File: src/rtl/board_grid_renderer.sv
// Renders NUM_P playfields with frame ring, grid, cell colours and a row-clear blink.
// rgb is registered 3 pclk after the counter sample. No backpressure; counters pause while !(hen&&ven).
module board_grid_renderer #(
  parameter int NUM_P        = 2,
  parameter int COLS         = 10,
  parameter int ROWS         = 20,
  parameter int CELL         = 20,
  parameter int H_ACT        = 800,
  parameter int V_ACT        = 600,
  parameter int X0           = 160,
  parameter int Y0           = 160,
  parameter int PITCH        = 280,
  parameter int BLINK_FRAMES = 8,
  parameter int FLASH_FRAMES = 48,
  parameter int AW           = 8
) (
  input  logic                pclk,
  input  logic                rstn,
  input  logic                hen,
  input  logic                ven,
  output logic [NUM_P*AW-1:0] raddr,
  input  logic [NUM_P*3-1:0]  rdata,
  input  logic [NUM_P-1:0]    flash_go,
  input  logic [NUM_P*5-1:0]  flash_row,
  output logic [NUM_P-1:0]    flash_busy,
  output logic [NUM_P-1:0]    flash_done,
  output logic [11:0]         rgb
);
  localparam int XW   = $clog2(H_ACT);
  localparam int YW   = $clog2(V_ACT);
  localparam int RW   = $clog2(CELL);
  localparam int FW   = $clog2(FLASH_FRAMES + 1);
  localparam int BW   = $clog2(BLINK_FRAMES + 1);
  localparam int BWPX = COLS * CELL;
  localparam int BHPX = ROWS * CELL;

  typedef enum logic [1:0] {IDLE, RUN, DONE} fstate_t;

  logic [XW-1:0] x, x_nxt;
  logic [YW-1:0] y, y_nxt;
  logic          adv, x_last, y_last, frame_end;
  logic [7:0]    cy;
  logic [RW-1:0] yr;
  int            xi, yi;

  logic [NUM_P-1:0]    cell_c, ring_c, grid_c, fl_c;
  logic [NUM_P*AW-1:0] raddr_c;
  logic                act1, act2;
  logic [NUM_P-1:0]    cell1, ring1, grid1, fl1, cell2, ring2, grid2, fl2;
  logic [11:0]         rgb_c;

  assign adv       = hen & ven;
  assign x_last    = (x == XW'(H_ACT - 1));
  assign y_last    = (y == YW'(V_ACT - 1));
  assign frame_end = adv & x_last & y_last;
  assign x_nxt     = x_last ? '0 : x + XW'(1);
  assign y_nxt     = y_last ? '0 : y + YW'(1);
  assign xi        = int'(x);
  assign yi        = int'(y);

  // Row/pixel-in-cell counters restart on entering the board's top edge.
  always_ff @(posedge pclk or negedge rstn) begin
    if (!rstn) begin
      x  <= '0;
      y  <= '0;
      cy <= '0;
      yr <= '0;
    end else if (adv) begin
      x <= x_nxt;
      if (x_last) begin
        y <= y_nxt;
        if (y_nxt == YW'(Y0)) begin
          cy <= '0;
          yr <= '0;
        end else if (yr == RW'(CELL - 1)) begin
          cy <= cy + 8'd1;
          yr <= '0;
        end else begin
          yr <= yr + RW'(1);
        end
      end
    end
  end

  for (genvar p = 0; p < NUM_P; p++) begin : g_pl
    localparam int BX = X0 + p * PITCH;
    logic [7:0]    cx;
    logic [RW-1:0] xr;
    fstate_t       st, st_n;
    logic [4:0]    row_q, row_n;
    logic [FW-1:0] fc, fc_n;
    logic [BW-1:0] bc, bc_n;
    logic          ph, ph_n;

    always_ff @(posedge pclk or negedge rstn) begin
      if (!rstn) begin
        cx <= '0;
        xr <= '0;
      end else if (adv) begin
        if (x_nxt == XW'(BX)) begin
          cx <= '0;
          xr <= '0;
        end else if (xr == RW'(CELL - 1)) begin
          cx <= cx + 8'd1;
          xr <= '0;
        end else begin
          xr <= xr + RW'(1);
        end
      end
    end

    assign cell_c[p] = (xi >= BX) && (xi < BX + BWPX) && (yi >= Y0) && (yi < Y0 + BHPX);
    assign ring_c[p] = !cell_c[p] && (xi + 2 >= BX) && (xi < BX + BWPX + 2) &&
                       (yi + 2 >= Y0) && (yi < Y0 + BHPX + 2);
    assign grid_c[p] = (xr == '0) || (xr == RW'(CELL - 1)) || (yr == '0) || (yr == RW'(CELL - 1));
    assign raddr_c[p*AW +: AW] = AW'(int'(cy) * COLS + int'(cx));
    assign fl_c[p]       = (st == RUN) && ph && (cy == {3'b000, row_q});
    assign flash_busy[p] = (st != IDLE);
    assign flash_done[p] = (st == DONE);

    always_ff @(posedge pclk or negedge rstn) begin
      if (!rstn) begin
        st    <= IDLE;
        row_q <= '0;
        fc    <= '0;
        bc    <= '0;
        ph    <= 1'b0;
      end else begin
        st    <= st_n;
        row_q <= row_n;
        fc    <= fc_n;
        bc    <= bc_n;
        ph    <= ph_n;
      end
    end

    // ph tracks (fc / BLINK_FRAMES) & 1 without a divider.
    always_comb begin
      st_n  = st;
      row_n = row_q;
      fc_n  = fc;
      bc_n  = bc;
      ph_n  = ph;
      case (st)
        IDLE: if (flash_go[p]) begin
          st_n  = RUN;
          row_n = flash_row[p*5 +: 5];
          fc_n  = '0;
          bc_n  = '0;
          ph_n  = 1'b0;
        end
        RUN: if (frame_end) begin
          if (fc == FW'(FLASH_FRAMES - 1)) begin
            st_n = DONE;
          end else begin
            fc_n = fc + FW'(1);
            if (bc == BW'(BLINK_FRAMES - 1)) begin
              bc_n = '0;
              ph_n = ~ph;
            end else begin
              bc_n = bc + BW'(1);
            end
          end
        end
        DONE:    st_n = IDLE;
        default: st_n = IDLE;
      endcase
    end
  end

  function automatic logic [11:0] pal(input logic [2:0] c);
    case (c)
      3'd1:    pal = 12'h0FF;
      3'd2:    pal = 12'h00F;
      3'd3:    pal = 12'hFA0;
      3'd4:    pal = 12'hFF0;
      3'd5:    pal = 12'h0F0;
      3'd6:    pal = 12'hA0F;
      3'd7:    pal = 12'hF00;
      default: pal = 12'h000;
    endcase
  endfunction

  // Regions never overlap, so at most one player contributes per pixel.
  always_comb begin
    rgb_c = 12'h000;
    if (act2) begin
      for (int p = 0; p < NUM_P; p++) begin
        if (cell2[p]) begin
          if (fl2[p]) rgb_c = 12'hFFF;
          else if (rdata[p*3 +: 3] != 3'd0) rgb_c = grid2[p] ? 12'h777 : pal(rdata[p*3 +: 3]);
        end else if (ring2[p]) begin
          rgb_c = 12'hFFF;
        end
      end
    end
  end

  always_ff @(posedge pclk or negedge rstn) begin
    if (!rstn) begin
      raddr <= '0;
      act1  <= 1'b0;
      cell1 <= '0;
      ring1 <= '0;
      grid1 <= '0;
      fl1   <= '0;
      act2  <= 1'b0;
      cell2 <= '0;
      ring2 <= '0;
      grid2 <= '0;
      fl2   <= '0;
      rgb   <= '0;
    end else begin
      for (int p = 0; p < NUM_P; p++)
        if (cell_c[p]) raddr[p*AW +: AW] <= raddr_c[p*AW +: AW];
      act1  <= adv;
      cell1 <= cell_c;
      ring1 <= ring_c;
      grid1 <= grid_c;
      fl1   <= fl_c;
      act2  <= act1;
      cell2 <= cell1;
      ring2 <= ring1;
      grid2 <= grid1;
      fl2   <= fl1;
      rgb   <= rgb_c;
    end
  end
endmodule

File: config.mk
export PLATFORM = sky130hd
export DESIGN_NAME = board_grid_renderer
export DESIGN_NICKNAME = d
export VERILOG_FILES = /design/src/rtl/board_grid_renderer.sv
export SDC_FILE = /design/constraint.sdc
export NUM_CORES = 1
export LEC_CHECK = 0
export CORE_MARGIN = 3
export CORE_UTILIZATION = 50
export DETAILED_ROUTE_END_ITERATION = 8
export PLACE_DENSITY_LB_ADDON = 0.25
export SLEW_MARGIN = 20
export SYNTH_ARGS = -nofsm -noshare
export SYNTH_HDL_FRONTEND = slang
export SYNTH_SLANG_ARGS = --single-unit
File: constraint.sdc
create_clock -name pclk -period 6.02 [get_ports pclk]
set_clock_uncertainty 0.2 [all_clocks]
set_input_delay 1.505 -clock pclk [delete_from_list [all_inputs] [get_ports pclk]]
set_output_delay 1.505 -clock pclk [all_outputs]
set_load 0.03 [all_outputs]
======== Word-level counts from Yosys, hierarchy flattened ========
Index checks and enable logic that the tools add are counted.
Widths: inputs -> output; s select.
cells by class
  add/subtract/negate cells ............... 16
  multipliers ............................. 1
  magnitude comparators ................... 12
  equal/unequal tests ..................... 42
  muxes and demuxes ....................... 63
  bitwise operators ....................... 5
  reductions and logical operators ........ 52
operator list
  kind                   count
  $pmux 12 s7            2
  $mux 12                11
  $mux 8                 6
  $lt 10x10->1 const B   4
  $mux 6                 6
  $ge 32x9->1 const B    1
  $mux 4                 8
  $mux 5                 6
  $add 8x1->8 const B    3
  $eq 3x3->1 const B     8
  $pmux 6 s2             2
  $add 10x2->11 const B  2
  $add 10x1->10 const B  2
  $eq 10x10->1 const B   2
  $eq 10x8->1 const B    2
  $ge 10x8->1 const B    2
  $lt 10x9->1 const B    2
  $mux 10                2
  $logic_and 1x1->1      18
  $add 8x8->8            2
  $eq 8x5->1             2
  $pmux 4 s2             2
  $add 5x1->5 const B    3
  $eq 5x5->1 const B     3
  other kinds (31)       90
word-level totals
  register bits ........................... 141
  input bits .............................. 22
  output and inout bits ................... 32
  word-level logic and storage cells ...... 222

======== Logic depth before layout (Yosys ltp) ========
  depth in word-level cells ............... 10
  depth in mapped cells ................... 10
  depth with buffers taken out ............ 10

======== Least setup slack after synthesis ========
OpenSTA, ideal clock, no wires.
  path kind ............................... input to register
  from .................................... in hen
  to ...................................... reg g_pl[0].fc[4]
  library setup time ...................... 0.141 ns
  arrival time ............................ 3.081 ns
  required time ........................... 5.679 ns
  path slack .............................. 2.598 ns
  stages on the path ...................... 7
  buffers on the path ..................... 1
  path through ............................ nand2_1 > clkbuf_1 > nor4_4 > a41oi_1 > or4b_1 > xor2_1 > nor2_1
between the ends
  word-level cells in the longest chain between the ends .. 5
RTL lines
  element                     line  RTL
  start: declaration          19    input logic hen,
  $and 1x1->1                 52    assign adv = hen & ven;
  $and 1x1->1 (2 in series)   55    assign frame_end = adv & x_last & y_last;
  $ne 2x2->1 (no line)        n/a
  $reduce_and 4->1 (no line)  n/a
  end signal: assignment      131   fc <= fc_n;
  end: declaration            91    logic [FW-1:0] fc, fc_n;
Every way passes these cells.
A chain may end at the register's enable or synchronous reset.

======== Final worst setup path ========
Ends and elaborated chain as after synthesis.

==> flow_summary.json <==
{
  "antenna_found_initial": 0,
  "rsz0062_at_grt": "no",
  "max_cap_viol_count": 0,
  "power_density_nw_per_um2": 258.0,
  "finalCriticalPeriod_ns": 3.757,
  "syn_area_per_cell_um2": 9.310,
  "use_met2_pct": 28.93,
  "yosysMostFrequentCell": "dfrtp_1",
  "vias_per_cell": 5.688,
  "final_nets": 949,
  "slew_headroom_pct": 36.67,
  "gr-max-usage-layer": "met2",
  "cts_buffers": 17,
  "track_usage_pct": 19.45,
  "cts_tree": "done",
  "drt.antenna.violating_nets": 0,
  "drive_gt1_share_pct": 7.341,
  "final_cells": 1110,
  "cts_hold_buffers": 0,
  "synthToLayoutAreaGrowth_pct": 14.80,
  "ys_seq_elements": 137,
  "synth_area_um2": 8006,
  "cp_cell_sequence": "clkdlybuf4s50_1, nand2_1, nor4_4, buf_4, a41oi_1, or4b_1, xor2_1, nor2_1",
  "yosys-top-cells-area": "dfrtp_1, ha_1, o21ai_0",
  "slew_viol_final": 0,
  "core_area_um2": 15430,
  "hold_path.class": "flip-flop to flip-flop",
  "drtIter0Drc": 501,
  "fillers": 1363,
  "antenna_cells": 0,
  "cts_setup_buffers": 0,
  "synth_seq_area_share_pct": 42.82,
  "grt_pass1_wl_um": 28300,
  "grt_max_degree": 107,
  "status": "finished clean",
  "cp.required_ns": 6.10,
  "grt_pass1_vias": 5913,
  "hpwl_um": 11530,
  "synth_top_area_cell": "dfrtp_1",
  "cp.arrival_ns": 3.84,
  "slowest_stage": "or4b_1",
  "use_met3_pct": 4.449,
  "port_buffers": 53,
  "clkLatencyLatePin_ns": 0.42,
  "syn_inst": 860,
  "yosys-top-cells-count": "dfrtp_1, o21ai_0, nand2_1",
  "finalCritPeriodShare_pct": 62.40,
  "cts_max_level": 4,
  "hold_viol": 0,
  "setup_tns_ns": 0,
  "setup_violations": 0,
  "drcViolationCount": 0,
  "crit_type": "primary input to flip-flop",
  "cts.clk_slew.worst_paths_ns": 0.06,
  "initial_core_util_pct": 51.90,
  "cp-end-kind": "flip-flop",
  "die-height_um": 132.5,
  "worst_pin_slew_ns": 0.9499,
  "cts.sinks": 137,
  "synth.distinct_cells": 63,
  "cts_root_buffer": "clkbuf_16",
  "ys_warn_count": 0,
  "grtUsageMet1_pct": 28.37,
  "clock_path_buffers": 2,
  "synthArstFlopShare_pct": 100.0,
  "synth_ff_type": "dfrtp_1",
  "io_pins": 54,
  "routabilityCongestion": 0.8718,
  "rows": 45,
  "ir_worst_vdd_v": 0.0001740,
  "cts-resized-gates": 0,
  "path_max_fanout": 26,
  "crit_path_max_incr_delay_ns": 0.56,
  "drt-total-wl_um": 16850,
  "dieWidth_um": 132.5,
  "synth_edf_count": 0,
  "num_vias": 6314,
  "dieArea_um2": 17570,
  "wl_per_cell_um": 15.18,
  "p_leak_uw": 0.004018,
  "grt_overflow": 0,
  "dp.cells": 1078,
  "yosys.area.top_type_share_pct": 42.82,
  "max_freq_mhz": 266.2,
  "start_kind": "primary input",
  "synth_nets": 923,
  "first_pass_iters": 5
}
[through the flow]
stage                     worst slack (ns)  power, uW  util (%)  instance area [um2]  hold WS [ns]
after global placement               1.850       1353     55.83                 8613        0.1316
final                                2.263       2371     59.58                 9191        0.1459
after floorplan                      2.598       1277         -                 8006        0.1312
after global routing                 2.121       2492     59.58                 9191        0.1544
after detailed placement             1.834       1362     55.83                 8613        0.1347
after CTS                            2.281       2395     59.58                 9191        0.1486
[registers in the layout (all words and copies together), names as in the netlist, 4 cells and up]
name / flops
cy: 8
rgb: 8
g_pl.xr: 10
raddr: 16
yr: 5
g_pl.st: 4
g_pl.bc: 8
x: 10
g_pl.row_q: 10
y: 10
g_pl.cx: 16
g_pl.fc: 12
[worst max-delay path, delay by kind of cell]
kind                   cells  cell delay (ns)
AO/OA/AOI/OAI              1             0.22
XOR/XNOR                   1             0.15
buffers and inverters      2             0.76
AND/OR/NAND/NOR            4             1.19
[where the power goes]
part / internal [uW] / switching (uW)
logic: 122 / 135
registers: 989 / 102
clock network: 612 / 412
total: 1720 / 648
[worst paths after layout]
path | start | endpoint | slack, ns | cells after the start
min in group asynchronous | rstn | rgb[10]$_DFF_PN0_ | 1.01 | 1
setup reg to reg | cy[1]$_DFFE_PN0P_ | raddr[7]$_DFFE_PN0N_ | 2.88 | 10
hold / removal | grid1[1]$_DFF_PN0_ | grid2[1]$_DFF_PN0_ | 0.15 | 0
hold reg to reg | grid1[1]$_DFF_PN0_ | grid2[1]$_DFF_PN0_ | 0.15 | 0
setup / recovery | hen | g_pl[0].fc[4]$_DFFE_PN0P_ | 2.26 | 8
max in group asynchronous | rstn | g_pl[0].st[1]$_DFFE_PN0P_ | 3.60 | 2
[layout by cell type, fill, tap and decap left out, types with 25 or more instances in the layout]
master,Yosys,layout
a21oi_1,47,47
dfrtp_1,137,137
ha_1,38,38
nand2_1,68,68
nand3_1,33,33
nor2_1,45,45
inv_1,43,43
o21ai_0,93,93
clkdlybuf4s50_1,0,52
xor2_1,25,25
[cell type report]
cell class | count | area (um2) | area share, %
clock buffers | 18 | 429.2 | 4.669
clock inverters | 14 | 148.9 | 1.620
inverters | 43 | 161.4 | 1.756
multi-input cells | 629 | 4190 | 45.59
flip-flops and latches | 137 | 3428 | 37.30
well taps | 211 | 264.0 | 2.872
repair buffers | 58 | 569.3 | 6.194
[logic make-up (layout without fill, tap and decap cells)]
kind of cell	count (synthesis)	count (layout)	share of synthesized area, %
AND/OR/NAND/NOR	276	276	18.16
AO/OA/AOI/OAI	224	224	16.91
flip-flops	137	137	42.82
buffers and inverters	94	133	4.844
XOR/XNOR	49	49	5.360
adder cells (fa/ha/maj)	41	41	6.689
multiplexers	39	39	5.220
[routing by layer]
metal / routed length (um) / vias up / share of wire, %
met5: 0 / - / 0
met4: 273 / 0 / 1.6
met3: 695 / 26 / 4.1
met2: 7648 / 120 / 45
met1: 8230 / 3029 / 49
li1: - / 3139 / -
No activity file was read; power rests on OpenSTA's default activity.
==> variant 1 (same flow settings) <==
Change the parameter `H_ACT` from 800 to 1600.
--- a/src/rtl/board_grid_renderer.sv
+++ b/src/rtl/board_grid_renderer.sv
@@ -5,7 +5,7 @@
   parameter int COLS         = 10,
   parameter int ROWS         = 20,
   parameter int CELL         = 20,
-  parameter int H_ACT        = 800,
+  parameter int H_ACT        = 1600,
   parameter int V_ACT        = 600,
   parameter int X0           = 160,
   parameter int Y0           = 160,
Check against the original RTL: same outputs for any inputs over 10 cycles, from zero or initial values and one cycle with rstn low; that may be too few to reach the edited logic, so the function may still have changed.
==> variant 1 against the original RTL <==
- sequential cell count up 1
- critical endpoint is now g_pl[1].bc[3]
- final area grew 2.2%
- setup slack worse by 150 ps
- core utilization rose by 0.86 points
- highest routed layer unchanged
- sequential share of layout area fell by 0.53 points
- critical path type unchanged
- synthesized area up 1.6%
- total power rose by 4.6%
- routed wire length up 2.1%
- first-iteration DRC count shrank 15%
==> variant 1: results (changes against the original RTL) <==
stage,metric,value,unit,change
placed_design,pre_cts_ws,1660,ps,was 1830 ps
critical_path,reg2reg_to,raddr[7],,unchanged
yosys,synth_area_leaders,"dfrtp_1 42%, ha_1 6.2%, o21ai_0 4.2%",,"was dfrtp_1 43%, ha_1 5.9%, o21ai_0 5.8%"
cells_and_area,nFillCells,1348,,was 1363
placed_design,dp_hpwl,12000,um,was 11500 um
route,drt-initial-drc-count,426,,was 501
critical_path,r2r_cells,9,,was 10
global_route,grt_max_degree,103,,was 107
pwr,seq_cell_power,1.07,mW,
run_status,status,"finished, final reports clean",,unchanged
critical_path,r2r_slack,2670,ps,was 2880 ps
route,viasPerCell,5.72,,was 5.69
route,m1WireLength,8120,um,was 8230 um
global_route,grt.total_usage,19.7,%,was 19.5%
global_route,grt_use_met2,31.0,%,was 28.9%
timing,slew_headroom,39.3,%,was 36.7%
route,wl_met2,8110,um,was 7650 um
route,wl_per_cell,15.2,um,about the same
placed_design,place_area,0.00875,mm^2,was 0.00861 mm^2
cells_and_area,drive_above_1_share,8.03,%,was 7.34%
pwr,p_int,1.83,mW,was 1.72 mW
yosys,synth.distinct_cells,70,,was 63
cells_and_area,nNetsFinal,974,,was 949
global_route,grt_util_met1,27.5,%,was 28.4%
cells_and_area,diodes,0,,unchanged
yosys,synth_top_cells_by_count,"138 x dfrtp_1, 82 x nand2_1, 68 x o21ai_0",,"was 137 x dfrtp_1, 93 x o21ai_0, 68 x nand2_1"
timing,hold_slack,146,ps,about the same
yosys,synth_compound_area_share,16.3,%,was 16.9%
yosys,synthMuxAreaShare,4.12,%,was 5.22%
critical_path,arrival,4030,ps,was 3840 ps
critical_path,cp-endpoint,g_pl[1].bc[3],,was g_pl[0].fc[4]
placed_design,place.gp.congestion,0.867,,was 0.872
critical_path,cp_slowest_stage_delay,650,ps,was 560 ps
yosys,yosysSeqAreaShare,42.4,%,was 42.8%
pwr,pg_clk,1.12,mW,was 1.02 mW
global_route,grt_pass1_vias,5959,,was 5913
critical_path,cp_max_fo,21,,was 26
critical_path,cpMaxStageDelayCell,and4_1,,was or4b_1
cells_and_area,fin_area,0.00939,mm^2,was 0.00919 mm^2
pwr,maxPowerGroup,clock,,was sequential cells
yosys,postSynthNetCount,942,,was 923
pwr,p_leak,4.21,nW,was 4.02 nW
global_route,grt_first_pass_wirelength,29000,um,was 28300 um
pwr,irDropWorstVdd,0.000196,V,was 0.000174 V
route,dr_wl_met3,673,um,was 695 um
yosys,yosys.area_share.adder,7.01,%,was 6.69%
yosys,synthXorXnorAreaFrac,6.03,%,was 5.36%
timing,min_period,3910,ps,was 3760 ps
-- variant 1: cell count changes in the layout (fill, tap and decap cells not counted), moves of 5 or more --
cell     unedited run  this run
nand2_1            68        82
nor2b_1            17        11
xor2_1             25        33
nor2_1             45        67
a21o_1             13         8
o21ai_0            93        68
mux2i_1            17        11
o21ai_1             1        14
o22ai_1             6        12
-- variant 1: cell type report --
cell class / count / share of cell area [%]
inverters: 42 / 1.68
clock inverters: 13 / 2.04
clock buffers: 19 / 4.82
flip-flops and latches: 138 / 36.8
multi-input cells: 652 / 45.8
repair buffers: 58 / 6.06
well taps: 211 / 2.81
-- variant 1: per-stage QoR --
stage               cells  power [mW]
global route         1133        2.60
global placement     1101        1.37
detailed placement   1101        1.37
floorplan             877        1.28
CTS                  1133        2.51
finish               1133        2.48
-- variant 1: critical path: cells and delay by family --
| kind | cells | cell delay (ps) |
|---|---|---|
| simple gates | 4 | 1410 |
| compound gates | 1 | 280 |
| buf+inv | 3 | 810 |
==> variant 2 (config.mk and constraints unchanged) <==
Made on the original files. Re-encode `fstate_t` (3 states) as one-hot, 3 bits wide.
--- a/src/rtl/board_grid_renderer.sv
+++ b/src/rtl/board_grid_renderer.sv
@@ -34,7 +34,7 @@
   localparam int BWPX = COLS * CELL;
   localparam int BHPX = ROWS * CELL;
 
-  typedef enum logic [1:0] {IDLE, RUN, DONE} fstate_t;
+  typedef enum logic [2:0] {IDLE = 3'b001, RUN = 3'b010, DONE = 3'b100} fstate_t;
 
   logic [XW-1:0] x, x_nxt;
   logic [YW-1:0] y, y_nxt;
Behaviour: no difference found for any inputs over 10 cycles, from zero or initial values and one cycle with rstn low; not proved beyond that.
==> variant 2 against the original RTL <==
- synthesized area fell by 0.77%
- global-route usage rose by 1.0 points
- hold slack got worse by 0.65 ps
- total power rose by 9.1%
- maximum frequency fell by 4.4%
- final area fell by 0.16%
- setup slack got worse by 170 ps
- routed wire length rose by 1.9%
- sequential cell count rose by 2
- critical path type unchanged
- highest routed layer unchanged
==> variant 2: results (changes against the original RTL) <==
stage,metric,value,unit,change
run_status,status,"finished, final reports clean",,unchanged
placed_design,dpl.cell_count,1082,,was 1078
yosys,synth.distinct_cells,75,,was 63
global_route,antenna_found_initial,0,,unchanged
route,vias,6355,,was 6314
cts,clk-insertion-delay-late,430,ps,
yosys,synthCells,854,,was 860
yosys,yosysSeqAreaShare,43.8,%,was 42.8%
cts,clkSlewWorstSetupHoldPaths,60,ps,about the same
pwr,p_leak,4.13,nW,was 4.02 nW
critical_path,r2r_cells,9,,was 10
pwr,irDropWorstVdd,0.000213,V,was 0.000174 V
route,drt-initial-drc-count,444,,was 501
placed_design,dp_hpwl,11700,um,was 11500 um
yosys,synth_top_cells_by_count,"137 x dfrtp_1, 103 x nand2_1, 81 x o21ai_0",,"was 137 x dfrtp_1, 93 x o21ai_0, 68 x nand2_1"
route,drt_pre_antenna_iters,5,,unchanged
route,wl_per_cell,15.4,um,was 15.2 um
global_route,grt_first_pass_wirelength,29800,um,was 28300 um
cts,cts_max_level,4,,unchanged
yosys,synthMuxAreaShare,2.65,%,was 5.22%
yosys,async_reset_ff_share,100,%,unchanged
cells_and_area,drive_above_1_share,6.42,%,was 7.34%
yosys,synthFlopType,dfrtp_1,,unchanged
global_route,grt_pass1_vias,6125,,was 5913
cells_and_area,diodes,0,,unchanged
yosys,synthXorXnorAreaFrac,4.74,%,was 5.36%
placed_design,portBuffers,53,,unchanged
yosys,ys_warn_count,0,,unchanged
critical_path,arrival,4090,ps,was 3840 ps
yosys,synth_area_leaders,"dfrtp_1 43%, ha_1 6.0%, o21ai_0 5.1%",,"was dfrtp_1 43%, ha_1 5.9%, o21ai_0 5.8%"
route,viasPerCell,5.70,,was 5.69
global_route,grt_max_degree,91,,was 107
min_path,hold_depth,0,,unchanged
cts,cts-root-buf,clkbuf_16,,unchanged
cells_and_area,nNetsFinal,953,,was 949
placed_design,place.gp.congestion,0.818,,was 0.872
yosys,postSynthNetCount,917,,was 923
yosys,synth_compound_area_share,18.3,%,was 16.9%
cts,ctsLongestPathBuffers,2,,unchanged
yosys,yosys.area_share.adder,6.74,%,was 6.69%
global_route,grt.total_usage,20.5,%,was 19.5%
cells_and_area,top_regs,"g_pl.cx x16, raddr x16, g_pl.fc x12",,unchanged
cells_and_area,nFillCells,1321,,was 1363
cts,post_cts_resized,0,,unchanged
timing,slew_headroom,29.4,%,was 36.7%
## variant 2: worst paths after layout
path,startpoint,to,slack [ps]
min in group asynchronous,rstn,rgb[2],950
hold reg to reg,ring1[0],ring2[0],150
max in group asynchronous,rstn,g_pl[0].cx[7],3520
setup / recovery,hen,g_pl[1].bc[3],2090
setup reg to reg,cy[1],raddr[7],2960
hold / removal,ring1[0],ring2[0],150
## variant 2: worst max-delay path: stages
cell	delay (ps)
clkdlybuf4s50_1	450
nand2_1	290
buf_4	340
nor4_4	280
buf_4	310
a31oi_2	270
or4_1	550
nand2_1	70
## variant 2: cell type report
cell class | instances | area (um^2) | share of cell area [%]
multi-input cells | 638 | 4140 | 45.1
flip-flops and latches | 139 | 3480 | 37.9
repair buffers | 58 | 569 | 6.20
clock buffers | 26 | 499 | 5.44
well taps | 211 | 264 | 2.88
inverters | 36 | 135 | 1.47
clock inverters | 6 | 85.1 | 0.927
## variant 2: cells by family after synthesis
kind of cell | count (synthesis)
AND/OR/NAND/NOR | 310
AO/OA/AOI/OAI | 224
flip-flops | 139
buffers and inverters | 77
XOR/XNOR | 43
adder cells (fa/ha/maj) | 41
multiplexers | 20
## variant 2: stage by stage
step | setup slack (ps) | area (um^2)
after floorplan | 2810 | 7950
after global placement | 1710 | 8590
after detailed placement | 1640 | 8590
after CTS | 2090 | 9180
after global routing | 1910 | 9180
final | 2090 | 9180
## variant 2: power by group
part / leakage, nW / internal, mW / total (mW) / switching [mW]
Sequential: 1.80 / 1.02 / 1.14 / 0.113
Combinational: 2.05 / 0.176 / 0.408 / 0.232
Clock: 0.281 / 0.652 / 1.04 / 0.389
Total: 4.13 / 1.85 / 2.59 / 0.735
## variant 2: routing by layer
layer / share of wire [%] / GRT usage, %
met1: 47 / 28.2
met2: 48 / 32.8
met3: 3.4 / 4.43
met4: 1.6 / 6.30
met5: 0 / 0
